==> src/rtl/cpu_pio_pkg.sv <==
// Shared constants for the Nios CPU-bus PIO blocks: register word addresses and edge-capture modes.
package cpu_pio_pkg;

    localparam int unsigned PIO_ADDR_W = 3;
    localparam int unsigned PIO_DATA_W = 32;

    localparam logic [PIO_ADDR_W-1:0] PIO_ADDR_DATA    = 3'd0;
    localparam logic [PIO_ADDR_W-1:0] PIO_ADDR_DIR     = 3'd1;
    localparam logic [PIO_ADDR_W-1:0] PIO_ADDR_IRQMASK = 3'd2;
    localparam logic [PIO_ADDR_W-1:0] PIO_ADDR_EDGE    = 3'd3;
    localparam logic [PIO_ADDR_W-1:0] PIO_ADDR_SET     = 3'd4;
    localparam logic [PIO_ADDR_W-1:0] PIO_ADDR_CLR     = 3'd5;

    localparam int unsigned EDGE_RISE = 0;
    localparam int unsigned EDGE_FALL = 1;
    localparam int unsigned EDGE_ANY  = 2;

endpackage

==> src/rtl/cpu_pio_sync.sv <==
// Parameterised-width two-flop synchroniser for asynchronous inputs; both stages clear on reset.
module cpu_pio_sync #(
    parameter int unsigned WIDTH = 1
) (
    input  logic             clk,
    input  logic             rst_n,
    input  logic [WIDTH-1:0] d_i,
    output logic [WIDTH-1:0] q_o
);

    logic [WIDTH-1:0] sync0_q;
    logic [WIDTH-1:0] sync1_q;

    always_ff @(posedge clk or negedge rst_n) begin
        if (!rst_n) begin
            sync0_q <= '0;
            sync1_q <= '0;
        end else begin
            sync0_q <= d_i;
            sync1_q <= sync0_q;
        end
    end

    assign q_o = sync1_q;

endmodule

==> src/rtl/cpu_pio_in.sv <==
// Avalon-MM input PIO: synchronised input level, sticky per-bit edge capture and masked level IRQ.
module cpu_pio_in
    import cpu_pio_pkg::*;
#(
    parameter int unsigned      WIDTH      = 2,
    parameter int unsigned      EDGE_TYPE  = EDGE_RISE,
    parameter logic [WIDTH-1:0] RESET_MASK = '0
) (
    input  logic                  clk,
    input  logic                  reset_n,
    input  logic [PIO_ADDR_W-1:0] address,
    input  logic                  chipselect,
    input  logic                  write_n,
    input  logic [PIO_DATA_W-1:0] writedata,
    output logic [PIO_DATA_W-1:0] readdata,
    input  logic [WIDTH-1:0]      in_port,
    output logic                  irq
);

    if (EDGE_TYPE > EDGE_ANY || WIDTH < 1 || WIDTH > PIO_DATA_W) begin : g_param_err
        $error("cpu_pio_in: EDGE_TYPE must be 0..2 and WIDTH 1..32");
    end

    logic [WIDTH-1:0] sync1;
    logic [WIDTH-1:0] sync_d_q;
    logic [WIDTH-1:0] sync_d_d;
    logic [WIDTH-1:0] mask_q;
    logic [WIDTH-1:0] mask_d;
    logic [WIDTH-1:0] edge_q;
    logic [WIDTH-1:0] edge_d;
    logic [WIDTH-1:0] rise;
    logic [WIDTH-1:0] fall;
    logic [WIDTH-1:0] sel;
    logic [WIDTH-1:0] clr;
    logic             wr_strobe;
    logic             wdata_unused;

    cpu_pio_sync #(
        .WIDTH (WIDTH)
    ) u_sync (
        .clk   (clk),
        .rst_n (reset_n),
        .d_i   (in_port),
        .q_o   (sync1)
    );

    // Only the low WIDTH bits of a write are meaningful.
    assign wdata_unused = ^writedata;

    always_comb begin
        sync_d_d  = sync1;
        mask_d    = mask_q;
        clr       = '0;
        wr_strobe = chipselect && !write_n;

        rise = sync1 & ~sync_d_q;
        fall = ~sync1 & sync_d_q;
        sel  = rise;
        if (EDGE_TYPE == EDGE_FALL) begin
            sel = fall;
        end else if (EDGE_TYPE == EDGE_ANY) begin
            sel = rise | fall;
        end

        if (wr_strobe && address == PIO_ADDR_IRQMASK) begin
            mask_d = writedata[WIDTH-1:0];
        end
        if (wr_strobe && address == PIO_ADDR_EDGE) begin
            clr = writedata[WIDTH-1:0];
        end
        // A new edge in the same cycle as a software clear must not be lost.
        edge_d = sel | (edge_q & ~clr);
    end

    always_ff @(posedge clk or negedge reset_n) begin
        if (!reset_n) begin
            sync_d_q <= '0;
            mask_q   <= RESET_MASK;
            edge_q   <= '0;
        end else begin
            sync_d_q <= sync_d_d;
            mask_q   <= mask_d;
            edge_q   <= edge_d;
        end
    end

    // Zero-wait-state read mux, decoded on address alone.
    always_comb begin
        readdata = '0;
        case (address)
            PIO_ADDR_DATA:    readdata = PIO_DATA_W'(sync1);
            PIO_ADDR_IRQMASK: readdata = PIO_DATA_W'(mask_q);
            PIO_ADDR_EDGE:    readdata = PIO_DATA_W'(edge_q);
            default:          readdata = '0;
        endcase
    end

    assign irq = |(edge_q & mask_q);

endmodule

==> config.mk <==
export PLATFORM = sky130hd
export DESIGN_NAME = cpu_pio_in
export DESIGN_NICKNAME = d
export VERILOG_FILES = /design/src/rtl/cpu_pio_pkg.sv /design/src/rtl/cpu_pio_sync.sv /design/src/rtl/cpu_pio_in.sv
export SDC_FILE = /design/constraint.sdc
export NUM_CORES = 1
export LEC_CHECK = 0
export BUFFER_PORTS_ARGS = -buffer_cell sky130_fd_sc_hd__buf_2
export CORE_ASPECT_RATIO = 0.8
export CORE_MARGIN = 2
export CORE_UTILIZATION = 29
export DETAILED_ROUTE_END_ITERATION = 12
export PLACE_DENSITY = 0.8
export SETUP_SLACK_MARGIN = 0.1
export SYNTH_ARGS = -nofsm -noshare
export SYNTH_HDL_FRONTEND = slang
export SYNTH_SLANG_ARGS = --single-unit
==> constraint.sdc <==
create_clock -name clk -period 0.8 [get_ports clk]
set_input_delay 0.04 -clock clk [delete_from_list [all_inputs] [get_ports clk]]
set_output_delay 0.04 -clock clk [all_outputs]
set_load 0.05 [all_outputs]
* Word-level counts from Yosys, hierarchy flattened *
Index checks and enable logic that the tools add are counted.

storage, ports and cells
  logic and storage cells = 21
  register bits after elaboration = 10
  bits of input ports = 41

operators by class
  bitwise gates (word level) = 6
  multiplexer cells = 2
  reductions and logical operators = 6
  eq/ne operators = 2

operators with widths
  cell                                                 number
  AND 2 bit                                            3
  equality test 3 x 2 -> 1 bit, second input constant  2
  one-hot mux 2 bit (3 select lines)                   1
  NOT 2 bit                                            2
  logical AND 1 bit                                    3
  logical NOT 3 bit                                    1
  two-way mux 2 bit                                    1
  bitwise OR 2 bit                                     1
  OR reduction 2 bit                                   1
  logical NOT 1 bit                                    1

* Longest topological paths before layout *
  word-level depth = 7
  gate-level depth with buffers = 3
  gate-level depth less buffers = 3

* Modules after synthesis *
Synthesis repeated with hierarchy kept, for this count alone.

unflattened totals
  cell total of the unflattened synthesis = 63
  area total of the unflattened synthesis = 621.8 µm²

by module, submodules not included
  module        cells each  instances  area each (µm²)
  cpu_pio_in    59          1          521.8
  cpu_pio_sync  4           1          100.1

* Worst setup path before layout *
No wires, ideal clock.

  path kind = register to output
  start = register mask_q[0]
  end = output readdata[0]
  setup slack = -0.448 ns
  arrival time = 1.208 ns
  buffers on the path = 0
  cell stages (with the launch flop) = 4
  cells stage by stage = dfrtp_1 > mux2i_1 > o21a_1 > nor2_1

on the way
  word-level cells in the longest chain between the ends = 1

RTL lines
  what                                line              source
  from (decl)                         cpu_pio_in.sv:27  logic [WIDTH-1:0] mask_q;
  from (signal assigned)              cpu_pio_in.sv:82  mask_q <= mask_d;
  one-hot mux 2 bit (3 select lines)  cpu_pio_in.sv:90  case (address)
  to (decl)                           cpu_pio_in.sv:15  output logic [PIO_DATA_W-1:0] readdata,

Every way passes these cells.

* Worst setup path in the final report *
Same ends and word-level chain as after synthesis.

==> summary.md <==
| Metric | Value |
|---|---|
| Crit path required time | 0.76 ns |
| Power per cell area | 2170 nW/µm² |
| Power share of the clock group | approximately a quarter |
| Starting density of the core | 31.9% |
| Post-Route WL | 1.00 mm |
| Syn avg cell area | about 10 µm² |
| Highest ir drop seen on vdd | 1.64 mV |
| CTS clock-pin slew for the worst setup and hold paths | 0.07 ns |
| Area overhead of the layout relative to synthesis | 24.4% |
| Worst R2R Path Depth | 2 |
| Number of placed I/O pins | 74 |
| Max Buffers Root-to-Sink | 2 |
| Number of buffers added by the clock tree synthesis step | 3 |
| End point of the most critical hold path | mask_q[1] |
| Highest attainable clock frequency | just over 800 MHz |
| Post-DR vias/cell | 3.65 |
| Share of flip-flops with an asynchronous set or reset | 100% |
| Post-DP HPWL | 777 µm |
| Post-layout min period | 1.22 ns |
| Number of setup violations in the final report | 4 |
| Fraction of power spent switching nets | 40.3% |
| Cells after synthesis | 62 |
| Mapped cell area | 621 µm² |
| Tightest hold margin | 0.0325 ns |
| Layout cells sized above 1 | 38.4% |
| CP delay by family, top | flip-flops |
| Largest driver fanout on the critical path | 3 |
| Maximum single-stage delay on the critical path | 0.40 ns |
| Slowest library cell on the worst path | dfrtp_1 |
| Seq/Total Area, Yosys | 40.3% |
| Hold crit path type | input pin to flip-flop |
| Top post-synthesis cells by area | dfrtp_1, buf_4, mux2_2 |
| Area of the core | 1940 µm² |
| GPL Wtd Cong | 0.689 |
| Via count | 402 |
| X dimension of the die | 55.7 µm |
| Max-cap check violation count | 0 |
| Critical Path Sink Type | output port |
| Aggregate global-route resource usage | between 8 and 9% |
| Register-to-register path setup slack | -0.11 ns |
| Vertical die dimension | 45.4 µm |
| LEAKAGE | 0.000392 µW |
| Placed instance count | 101 |
| Filler-free cell count of the finished design | 110 |
| Hold path cells | 2 |
| H-tree level count | 1 |
| Violations in the final reports | setup timing |
| Critical Path AT | 1.18 ns |
| Most used standard cells in the synthesized netlist | buf_4, dfrtp_1, o21ai_0 |
| Final Skew | 0.000269 ns |
| RSZ-0062 raised after global routing | true |
| PnR Total Power | 1680 µW |
| Initial antenna violation count | 0 |
| Startpoint of the worst hold path | writedata[1] |
| Synth top area share | between 40% and 50% |
| Sw power | 677 µW |
| Number of port buffers | 13 |
| Worst flop-to-flop path endpoint | mask_q[0] |
| ANT nets after route | 0 |
| Root Buffer Master | clkbuf_4 |
| Remaining global-route overflow | 0 |
| N_diodes | 0 |
| Area of the die | 2530 µm² |
| Result of the run | finished, violations left |
| Vias in the first global route | 401 |
| Largest net degree at the start of global routing | 11 |
| Category of the critical setup timing path | flip-flop to output port |
| Primary FF master, synth | dfrtp_1 |
| Wire length of the first global-routing pass | 1.61 mm |
| Series of cell instances along the critical path | mux2i_1 -> o21a_1 -> nor2_4 -> buf_6 |
| Sum of buffers and inverters on the critical path | 1 |
| Post-synth top area cell | dfrtp_1 |
| Critical path launch point type | flip-flop |
| Netlist cell types | 14 |
| Worst skew pair latency | between 0.2 and 0.3 ns |
| First-pass iteration count of the detailed router | 3 |
| Number of DRC violations after detailed routing | 0 |
| Post-placement setup slack | -0.232 ns |
| EDFF count, synth | 0 |
| Flop pwr share | around a third |
| Post-synthesis register bit count | 10 |
| Origin of the critical flop-to-flop path | mask_q[0] |
| Fin worst setup slack | -0.418 ns |
| Combinational group share of total power | about two fifths |
| Placement row count | 14 |
| Clock tree from TritonCTS | yes |
| Number of warnings reported in the yosys synthesis log | 0 |
| Number of slew-limit violations in the final report | 0 |
| Most frequent cell after synthesis | buf_4 |
| Final routed wire length divided by cell count | 9.13 µm |
| Final Net Count | 128 |
| Final count of hold timing violations | 0 |
| Violation count after the first detailed-route iteration | 4 |
| Pint | between 1000 and 1500 µW |
| Final worst-path cycle share | 152% |
| Clock sinks | 10 |
## cell usage in the layout (no fill, tap or decap)
| cell | n |
|---|---|
| conb_1 | 30 |
| clkbuf_8 | 1 |
| nand3_1 | 2 |
| o21ai_2 | 2 |
| a22o_2 | 1 |
| mux2i_1 | 2 |
| dfrtp_1 | 10 |
| o21a_1 | 2 |
| o21ai_1 | 1 |
| nand2_1 | 2 |
| nand4bb_4 | 1 |
| mux2_2 | 2 |
| inv_2 | 2 |
| o21ai_0 | 1 |
| buf_2 | 10 |
| dlygate4sd3_1 | 3 |
| nor2_2 | 1 |
| buf_8 | 2 |
| buf_4 | 3 |
| clkbuf_4 | 3 |
| nor2_4 | 2 |
| buf_6 | 3 |
## state kept, by name (all words and copies together) (netlist names)
register and cells:
u_sync.sync0_q 2, mask_q 2, u_sync.q_o 2, edge_q 2
sync_d_q 2
## stage by stage
stage,util [%],cell area (µm²),setup TNS [ns]
finish,39.7,772,-1.27
CTS,38.9,757,-1.20
floorplan,-,757,-0.267
detailed placement,33.4,649,-0.931
global route,39.7,772,-1.47
global placement,33.4,649,-0.803
## cell type report
cell class                      count  area, µm²
Fill cell                         192       1170
Timing Repair Buffer               21        166
Sequential cell                    10        250
Tap cell                           24       30.0
Multi-Input combinational cell     49        282
Clock buffer                        4       36.3
Inverter                            2       7.51
## worst max path at each step
stage          slack, ns  startpoint          end  cells past startpoint
6_report           -0.42   mask_q[0]  readdata[0]                      4
4_1_cts            -0.45   mask_q[0]  readdata[0]                      4
5_1_grt            -0.49   mask_q[0]  readdata[0]                      4
3_3_place_gp       -0.19     write_n    mask_q[0]                      4
2_1_floorplan       -0.1   mask_q[0]  readdata[0]                      3
3_5_place_dp       -0.23   mask_q[0]  readdata[0]                      4
## routing by layer
metal  vias to the layer above  GRT usage (%)  share of wire, %
met5                         -              0                 0
met1                       187           7.79                35
met3                         0           2.56               8.2
li1                        189              -                 -
met2                        26           17.9                56
met4                         0           4.39                 0
## cell families after synthesis
family,after synthesis,share of synthesized area [%]
compound gates,7,7.06
simple gates,8,7.66
flops,10,40.3
mux,4,6.85
other cells,1,0.604
buf+inv,32,37.5
## worst register-to-register path: stages (launching register included)
cell and delay (ns):
dfrtp_1 0.40, buf_4 0.14, mux2_2 0.26
## what timing repair did
| action | 4_1_cts | 5_1_grt |
|---|---|---|
| hold endpoints to repair | 12 | 0 |
| cloned | 0 | 0 |
| endpoints found under the setup margin | 7 | 7 |
| pin swaps | 3 | 3 |
| setup buffers | 2 | 3 |
| hold buffers | 3 | 0 |
| resized for setup | 14 | 5 |
## power groups by stage
stage          clock network [µW]  registers, µW  logic, µW
6_report                      435            579        665
2_1_floorplan                   0            577        596
4_1_cts                       451            578        640
3_5_place_dp                    0            588        569
3_3_place_gp                    0            582        561
5_1_grt                       470            583        693
No activity file was read; power rests on OpenSTA's default activity.
